**src/rtl/pc_pkg.sv**
```systemverilog
// Shared types and widths for the fetch-stage program-counter controller.
package pc_pkg;

    localparam int PC_W  = 12;
    localparam int IDX_W = 5;

    typedef enum logic [1:0] {IDLE, LOAD, RUN, HALT} pc_state_t;

    typedef logic [PC_W-1:0] pc_t;

endpackage : pc_pkg

```
**src/rtl/PC_LUT.sv**
```systemverilog
// Branch-target lookup: a purely combinational read of the target table.
module PC_LUT #(
    parameter int D = 12,
    parameter int B = 5
) (
    input  logic [D-1:0] tbl [2**B],
    input  logic [B-1:0] lut_idx,
    output logic [D-1:0] target
);

    // Select the indexed table entry
    always_comb begin
        target = tbl[lut_idx];
    end

endmodule : PC_LUT

```
**src/rtl/pc_ctrl.sv**
```systemverilog
// Program-counter controller: loads the branch target table from a stream,
// then sequences pc (increment / absolute / relative branch) with stall and halt.
module pc_ctrl
    import pc_pkg::*;
#(
    parameter int D = PC_W,
    parameter int B = IDX_W
) (
    input  logic         clk,
    input  logic         reset,
    input  logic         start,
    input  logic         ld_valid,
    input  logic [D-1:0] ld_data,
    output logic         ld_ready,
    input  logic         branch,
    input  logic         rel,
    input  logic [B-1:0] lut_idx,
    input  logic         stall,
    input  logic         halt_req,
    output logic [D-1:0] pc,
    output logic         running,
    output logic         done
);

    pc_state_t    state_r;
    pc_state_t    state_next_s;
    logic [D-1:0] pc_r;
    logic [D-1:0] pc_next_s;
    logic [B-1:0] cnt_r;
    logic [B-1:0] cnt_next_s;
    logic         wr_en_s;
    logic         ld_ready_r;
    logic         running_r;
    logic         done_r;
    logic [D-1:0] table_r [2**B];
    logic [D-1:0] target_s;

    PC_LUT #(
        .D (D),
        .B (B)
    ) u_lut (
        .tbl     (table_r),
        .lut_idx (lut_idx),
        .target  (target_s)
    );

    // Next-state, next-pc and table-write decode
    always_comb begin
        state_next_s = state_r;
        pc_next_s    = pc_r;
        cnt_next_s   = cnt_r;
        wr_en_s      = 1'b0;
        case (state_r)
            IDLE: begin
                pc_next_s = {D{1'b0}};
                if (start) begin
                    state_next_s = LOAD;
                    cnt_next_s   = {B{1'b0}};
                end else begin
                    state_next_s = IDLE;
                end
            end
            LOAD: begin
                if (ld_valid && ld_ready_r) begin
                    wr_en_s    = 1'b1;
                    cnt_next_s = cnt_r + {{(B-1){1'b0}}, 1'b1};
                    if (cnt_r == {B{1'b1}}) begin
                        state_next_s = RUN;
                        pc_next_s    = {D{1'b0}};
                    end else begin
                        state_next_s = LOAD;
                    end
                end else begin
                    state_next_s = LOAD;
                end
            end
            RUN: begin
                // Relative targets are two's-complement offsets; the carry is dropped.
                if (halt_req) begin
                    state_next_s = HALT;
                end else if (stall) begin
                    pc_next_s = pc_r;
                end else if (branch && !rel) begin
                    pc_next_s = target_s;
                end else if (branch && rel) begin
                    pc_next_s = pc_r + target_s;
                end else begin
                    pc_next_s = pc_r + {{(D-1){1'b0}}, 1'b1};
                end
            end
            HALT: begin
                if (start) begin
                    state_next_s = LOAD;
                    cnt_next_s   = {B{1'b0}};
                    pc_next_s    = {D{1'b0}};
                end else begin
                    state_next_s = HALT;
                end
            end
            default: begin
                state_next_s = IDLE;
                pc_next_s    = {D{1'b0}};
                cnt_next_s   = {B{1'b0}};
            end
        endcase
    end

    // FSM, pc, load counter and registered status outputs
    always_ff @(posedge clk) begin
        if (reset) begin
            state_r    <= IDLE;
            pc_r       <= {D{1'b0}};
            cnt_r      <= {B{1'b0}};
            ld_ready_r <= 1'b0;
            running_r  <= 1'b0;
            done_r     <= 1'b0;
        end else begin
            state_r    <= state_next_s;
            pc_r       <= pc_next_s;
            cnt_r      <= cnt_next_s;
            ld_ready_r <= (state_next_s == LOAD);
            running_r  <= (state_next_s == RUN);
            done_r     <= (state_next_s == HALT);
        end
    end

    // Branch target table; written only by accepted load beats
    always_ff @(posedge clk) begin
        if (reset) begin
            for (int i = 0; i < 2**B; i++) begin
                table_r[i] <= {D{1'b0}};
            end
        end else if (wr_en_s) begin
            table_r[cnt_r] <= ld_data;
        end else begin
            table_r[cnt_r] <= table_r[cnt_r];
        end
    end

    assign pc       = pc_r;
    assign ld_ready = ld_ready_r;
    assign running  = running_r;
    assign done     = done_r;

endmodule : pc_ctrl

```
**config.mk**
```make
export PLATFORM = sky130hd
export DESIGN_NAME = pc_ctrl
export DESIGN_NICKNAME = d
export VERILOG_FILES = /design/src/rtl/pc_pkg.sv /design/src/rtl/PC_LUT.sv /design/src/rtl/pc_ctrl.sv
export SDC_FILE = /design/constraint.sdc
export NUM_CORES = 1
export LEC_CHECK = 0
export CORE_MARGIN = 8
export CORE_UTILIZATION = 55
export DETAILED_ROUTE_END_ITERATION = 10
export GPL_TIMING_DRIVEN = 0
export MAX_ROUTING_LAYER = met4
export PLACE_DENSITY_LB_ADDON = 0.12
export SLEW_MARGIN = 40
export SYNTH_ARGS = -nofsm -noshare
export SYNTH_HDL_FRONTEND = slang
export SYNTH_SLANG_ARGS = --single-unit
```
**constraint.sdc**
```tcl
create_clock -name clk -period 8.41 [get_ports clk]
set_input_delay 1.682 -clock clk [delete_from_list [all_inputs] [get_ports clk]]
set_output_delay 1.682 -clock clk [all_outputs]
set_load 0.02 [all_outputs]
```
-- After elaboration in Yosys (flattened, before gate mapping)
Cells that the tools add are included.
- logic and storage cells: 99
- input bits: 25
- output and inout bits: 15
- flip-flop bits (word level): 406
- muxes and demuxes: 30
- reductions and logical operators: 10
- $add $sub $neg: 3
- equal/unequal tests: 13
- order comparisons: 3
- bitwise operators: 2
- operator list (operator ; number):
    bitwise mux 384 bit ; 2
    2-to-1 mux 384 bit ; 1
    2-to-1 mux 12 bit ; 12
    binary-select mux 12 bit (select 5 bit) ; 2
    demux 12 bit (select 5 bit) ; 1
    one-hot mux 12 bit (4 select lines) ; 1
    adder 12 x 1 -> 12 bit (second input constant) ; 1
    adder 12 bit ; 1
    >= comparator 6 bit (second input constant) ; 2
    NOT 5 -> 6 bit ; 2
    2-to-1 mux 5 bit ; 2
    != test 2 bit (second input constant) ; 5
    one-hot mux 5 bit (2 select lines) ; 1
    equality test 2 bit (second input constant) ; 4
    2-to-1 mux 2 bit ; 4
    one-hot mux 2 bit (4 select lines) ; 1
    < comparator 6 x 1 -> 1 bit (second input constant) ; 1
    adder 5 x 1 -> 5 bit (second input constant) ; 1
    equality test 5 bit (second input constant) ; 1
    AND reduction 5 bit ; 1
    equality test 2 x 1 -> 1 bit (second input constant) ; 2
    logical AND 1 bit ; 4
    2-to-1 mux 1 bit ; 3
    AND reduction 3 bit ; 1
    other kinds (5) ; 5

-- Depth between registers and ports, before layout
- depth after elaboration: 10
- mapped depth: 17

-- By module
A second synthesis with hierarchy kept.
- cell total of the unflattened synthesis: 2428
- area total of the unflattened synthesis: 21714.6 µm²
- by module, submodules not included (module ; seq. area each (µm²) ; cells each ; area each (µm²) ; instances):
    pc_ctrl ; 8127.8 ; 2002 ; 18228.7 ; 1
    PC_LUT ; 0.0 ; 426 ; 3485.8 ; 1

-- Worst setup path after synthesis
OpenSTA, ideal clock, no wires.
- path type: input port to flip-flop
- start: input lut_idx[0]
- end: register pc_r[11] (netlist: pc[11])
- data required time: 8.282 ns
- slack: 3.133 ns
- arrival: 5.149 ns
- cell stages on the path: 14
- path through: clkbuf_1 buf_2 buf_2 mux4_2 mux4_2 mux2i_1 nor2_1 ha_1 a211o_1 a2111oi_0 a21bo_2 o311ai_0 or3_1 nand3_1
- cells in the longest elaborated chain, start to end: 10
- RTL lines (item ; RTL line ; source):
    from (decl) ; pc_ctrl.sv:17 ; input logic [B-1:0] lut_idx,
    NOT 5 -> 6 bit (not written as such) (*) ; PC_LUT.sv:13 ; target = tbl[lut_idx];
    binary-select mux 12 bit (select 5 bit) (*) ; PC_LUT.sv:13 ;
    2-to-1 mux 12 bit (not written as such) (*) (2 in a row) ; PC_LUT.sv:13 ;
    adder 12 bit ; pc_ctrl.sv:86 ; pc_next_s = pc_r + target_s;
    2-to-1 mux 12 bit ; pc_ctrl.sv:85 ; end else if (branch && rel) begin
    2-to-1 mux 12 bit (*) ; pc_ctrl.sv:83 ; end else if (branch && !rel) begin
    2-to-1 mux 12 bit (*) ; pc_ctrl.sv:81 ; end else if (stall) begin
    2-to-1 mux 12 bit (*) ; pc_ctrl.sv:79 ; if (halt_req) begin
    one-hot mux 12 bit (4 select lines) (*) ; pc_ctrl.sv:53 ; case (state_r)
    to (signal assigned) ; pc_ctrl.sv:112 ; pc_r <= {D{1'b0}};
    to (signal assigned) ; pc_ctrl.sv:119 ; pc_r <= pc_next_s;
    to (decl) ; pc_ctrl.sv:27 ; logic [D-1:0] pc_r;
Mark *: on every way between the ends. The rest lies on a longest branch, timed or not. The select of a mux whose other input is x is not followed.
A chain may end at the register's enable or synchronous reset.

-- Worst setup path in the final report
Ends and elaborated chain as after synthesis.

==> Flow_metrics.wiki <==
{| class="wikitable"
! Metric !! Value
|-
| Full die area || 49400 µm²
|-
| Number of pins with negative max-slew slack in the final report || 0
|-
| Die outline height || approximately 220 µm
|-
| Number of enable flip-flop cells after synthesis || 0
|-
| CTS Root Buffer Type || sky130_fd_sc_hd__clkbuf_16
|-
| Buffers inserted by post-CTS timing repair || 0
|-
| # clock sinks || 406
|-
| Placement Rows || 75
|-
| Final setup slack of the worst path || 2.01 ns
|-
| Wire length of the first global-routing pass || between 100 and 150 mm
|-
| DR vias/cell || 7.17
|-
| Area of the core || 41900 µm²
|-
| Final hold viol count || 0
|-
| Register area share after synthesis || 34.7%
|-
| Maximum number of pins on one net before global-route repair || 13
|-
| Worst setup path class || in2reg
|-
| Number of global-route vias before repair || 20600
|-
| CTS Buf Count || 46
|-
| Via count || 21900
|-
| Netlist cell types || 70
|-
| Worst skew pair latency || 0.61 ns
|-
| Synthesized flop and latch total || ~410
|-
| Worst slew slack as a fraction of its limit || 37.5%
|-
| Global placement routability congestion || 1.02
|-
| Mean instance size in the synthesized netlist || 9.80 µm²
|-
| Total global routing track utilization || just over 40%
|-
| Number of nets in the finished design || 2515
|-
| Critical Path Start Type || primary input
|-
| Detailed-routing iteration count for the pre-antenna-repair pass || 6
|-
| Transition at the pin with the smallest max-transition slack || 0.937 ns
|-
| Data arrival time of the worst path || 6.87 ns
|-
| Final routed wire length divided by cell count || 32.9 µm
|-
| Worst setup EP type || flip-flop
|-
| Most used flip-flop cell after synthesis || sky130_fd_sc_hd__dfxtp_1
|-
| Netlist area before placement || 23400 µm²
|-
| DRT antenna net count || 0
|-
| Yosys Warn Count || 0
|-
| Status || finished, final reports clean
|-
| Clk buf depth || 3
|-
| # H-tree levels || 2
|-
| Die Wd || 222 µm
|-
| CTS tree || done
|-
| Post-cts hold buffer count || 0
|-
| Tcrit/Tclk final || 76.1%
|-
| Worst clock skew || 0.0219 ns
|-
| Layout overhead on the synthesized area || 10.8%
|-
| Share of async-settable or async-resettable flops after synthesis || 0%
|-
| Clock-pin slew on the worst setup and hold paths || 0.06 ns
|-
| Initial cell density of the core || ~56%
|-
| Required time of the worst setup path || about 8.9 ns
|-
| DRC violations left || 0
|-
| Leakage power total || roughly 8 nW
|-
| Final cell count without fillers || 3048
|-
| Critical path fanouts, max || 10
|-
| Peak supply drop || roughly 0.15 mV
|-
| Minimum setup slack after placement || between 1.5 and 2 ns
|-
| Total placed cells including tap cells || 2960
|-
| Share of post-route cells with drive strength above 1 || 28.3%
|-
| Number of max-cap violations || 0
|-
| IO buf count || 32
|-
| Number of antenna violations at the first check in global routing || 4
|-
| Setup TNS after final layout || 0 ns
|-
| Global route overflow || 0
|-
| Number of violations reported at the end of detailed-routing iteration 0 || 3652
|-
| Path type of the worst min-delay path || reg2reg
|-
| Time the worst path needs with I/O delays and setup || roughly 6.4 ns
|-
| Boundary Pins || 40
|-
| Post-Syn Instances || 2388
|-
| Number of nets produced by synthesis || about 2400
|-
| Estimated wirelength of the detail-placed design || 74.1 mm
|-
| Power per Cell Area || about 160 nW/µm²
|-
| Unrepaired setup endpoints after global routing || no
|-
| Total routed wirelength || about 100 mm
|-
| Highest clock frequency the design can meet || 0.156 GHz
|-
| Number of gates resized after cts || 0
|-
| Setup-failing EPs final || 0
|}
[registers in the layout, indices dropped and copies added, names as in the netlist]
register	cells
cnt_r	5
done	1
ld_ready	1
pc	12
running	1
state_r	2
table_r	384
[critical path, cell delays in order]
cell and delay (ns):
sky130_fd_sc_hd__clkbuf_1 0.19, sky130_fd_sc_hd__buf_2 0.48, sky130_fd_sc_hd__buf_2 0.68, sky130_fd_sc_hd__mux4_2 0.58, sky130_fd_sc_hd__mux4_2 0.59, sky130_fd_sc_hd__mux2i_1 0.49
sky130_fd_sc_hd__nor2_1 0.10, sky130_fd_sc_hd__ha_1 0.37, sky130_fd_sc_hd__a211o_1 0.29, sky130_fd_sc_hd__a2111oi_0 0.63, sky130_fd_sc_hd__a21bo_2 0.30, sky130_fd_sc_hd__o311ai_0 0.16
sky130_fd_sc_hd__or3_1 0.22, sky130_fd_sc_hd__nand3_1 0.08
[cell usage in the layout, fill, tap and decap left out, types with 11 or more instances in the layout]
master                              n
sky130_fd_sc_hd__mux4_1            14
sky130_fd_sc_hd__nand2_2          121
sky130_fd_sc_hd__clkbuf_1         119
sky130_fd_sc_hd__dfxtp_1          406
sky130_fd_sc_hd__clkinv_2          13
sky130_fd_sc_hd__buf_4             11
sky130_fd_sc_hd__a311oi_1          24
sky130_fd_sc_hd__a21oi_2          120
sky130_fd_sc_hd__a21oi_1          164
sky130_fd_sc_hd__nor2_1           111
sky130_fd_sc_hd__o21ai_0           53
sky130_fd_sc_hd__o22ai_1           65
sky130_fd_sc_hd__a211oi_1          53
sky130_fd_sc_hd__o21ai_1           21
sky130_fd_sc_hd__clkbuf_16         46
sky130_fd_sc_hd__clkdlybuf4s50_1   32
sky130_fd_sc_hd__buf_6             23
sky130_fd_sc_hd__mux2i_1           21
sky130_fd_sc_hd__mux4_2           206
sky130_fd_sc_hd__a22oi_1           13
sky130_fd_sc_hd__buf_2             75
sky130_fd_sc_hd__ha_1              20
sky130_fd_sc_hd__nand2_1          365
sky130_fd_sc_hd__nand3b_1          19
sky130_fd_sc_hd__nand2b_1          18
sky130_fd_sc_hd__nor3_1            22
sky130_fd_sc_hd__mux2_2            11
sky130_fd_sc_hd__nand3_1          138
sky130_fd_sc_hd__clkbuf_8          12
sky130_fd_sc_hd__buf_1             15
sky130_fd_sc_hd__nand3_2           21
[stage by stage]
stage / hold WS [ns] / instance area (µm²) / power [W] / utilization (%)
2_1_floorplan: 0.443 / 23400 / 0.00213 / -
3_3_place_gp: 0.448 / 24400 / 0.00223 / 58.2
3_5_place_dp: 0.460 / 24400 / 0.00224 / 58.2
4_1_cts: 0.466 / 25900 / 0.00420 / 61.8
5_1_grt: 0.479 / 25900 / 0.00429 / 61.8
6_report: 0.469 / 25900 / 0.00423 / 61.8
[synthesized netlist by cell type, types with 6 or more instances]
library cell | count | area (µm²)
sky130_fd_sc_hd__buf_4 | 11 | 82.6
sky130_fd_sc_hd__a21oi_2 | 120 | 1050
sky130_fd_sc_hd__mux2i_1 | 21 | 210
sky130_fd_sc_hd__buf_2 | 70 | 350
sky130_fd_sc_hd__mux4_1 | 14 | 368
sky130_fd_sc_hd__ha_1 | 20 | 250
sky130_fd_sc_hd__mux2_2 | 11 | 124
sky130_fd_sc_hd__buf_12 | 8 | 160
sky130_fd_sc_hd__clkbuf_1 | 119 | 447
sky130_fd_sc_hd__a211oi_2 | 10 | 125
sky130_fd_sc_hd__nand2b_1 | 18 | 113
sky130_fd_sc_hd__nor2b_1 | 9 | 56.3
sky130_fd_sc_hd__o21ai_0 | 54 | 270
sky130_fd_sc_hd__nor2_1 | 111 | 417
sky130_fd_sc_hd__nand2_2 | 121 | 757
sky130_fd_sc_hd__xnor2_1 | 8 | 70.1
sky130_fd_sc_hd__nand3_2 | 20 | 200
sky130_fd_sc_hd__nand2_1 | 365 | 1370
sky130_fd_sc_hd__a21oi_1 | 164 | 821
sky130_fd_sc_hd__a31oi_1 | 6 | 37.5
sky130_fd_sc_hd__a211oi_1 | 53 | 398
sky130_fd_sc_hd__nand3_1 | 139 | 696
sky130_fd_sc_hd__a32oi_1 | 6 | 52.6
sky130_fd_sc_hd__a22oi_1 | 13 | 97.6
sky130_fd_sc_hd__nand3b_1 | 19 | 143
sky130_fd_sc_hd__o21ai_1 | 20 | 100
sky130_fd_sc_hd__mux4_2 | 206 | 4640
sky130_fd_sc_hd__o22ai_1 | 65 | 407
sky130_fd_sc_hd__buf_6 | 23 | 259
sky130_fd_sc_hd__a311oi_1 | 24 | 210
sky130_fd_sc_hd__inv_1 | 10 | 37.5
sky130_fd_sc_hd__nor3_1 | 22 | 110
sky130_fd_sc_hd__dfxtp_1 | 406 | 8130
sky130_fd_sc_hd__buf_1 | 20 | 75.1
[where the power goes]
part / total (W) / switching [W] / internal [W]
Combinational: 0.000280 / 0.000205 / 0.0000746
Sequential: 0.00193 / 0.00000263 / 0.00193
Clock: 0.00202 / 0.000879 / 0.00115
[routing by layer]
metal | share of wire, % | GRT usage [%]
met1 | 37 | 49.9
met2 | 42 | 57.9
met3 | 14 | 13.6
met4 | 7.2 | 24.2
met5 | 0 | -
[final timing paths]
| path | startpoint | end | slack (ns) | cells after the start |
|---|---|---|---|---|
| worst max-delay path | lut_idx[0] | pc[11] | 2.01 | 14 |
| worst min-delay path | table_r[322] | table_r[322] | 0.47 | 2 |
| worst min register to register | table_r[322] | table_r[322] | 0.47 | 2 |
| worst max register to register | table_r[7] | pc[11] | 4.20 | 11 |
[area by class of cell]
| type | count | area (µm²) |
|---|---|---|
| tap | 539 | 674 |
| sequential | 406 | 8130 |
| inverter | 13 | 48.8 |
| timing repair buffer | 33 | 335 |
| buffer | 252 | 1410 |
| antenna | 4 | 10.0 |
| multi-input combinational | 1717 | 13800 |
| clock inverter | 17 | 129 |
| clock buffer | 67 | 1350 |
| fill | 3639 | 16000 |
[cells by family after synthesis]
group | count (synthesis) | share of synthesized area [%]
fa+ha+maj | 21 | 1.15
compound gates | 586 | 17.6
mux | 255 | 23.0
flops | 406 | 34.7
simple gates | 846 | 17.1
buf+inv | 265 | 6.14
xor+xnor | 9 | 0.337
Note: power is estimated with default switching activity, not from simulation.
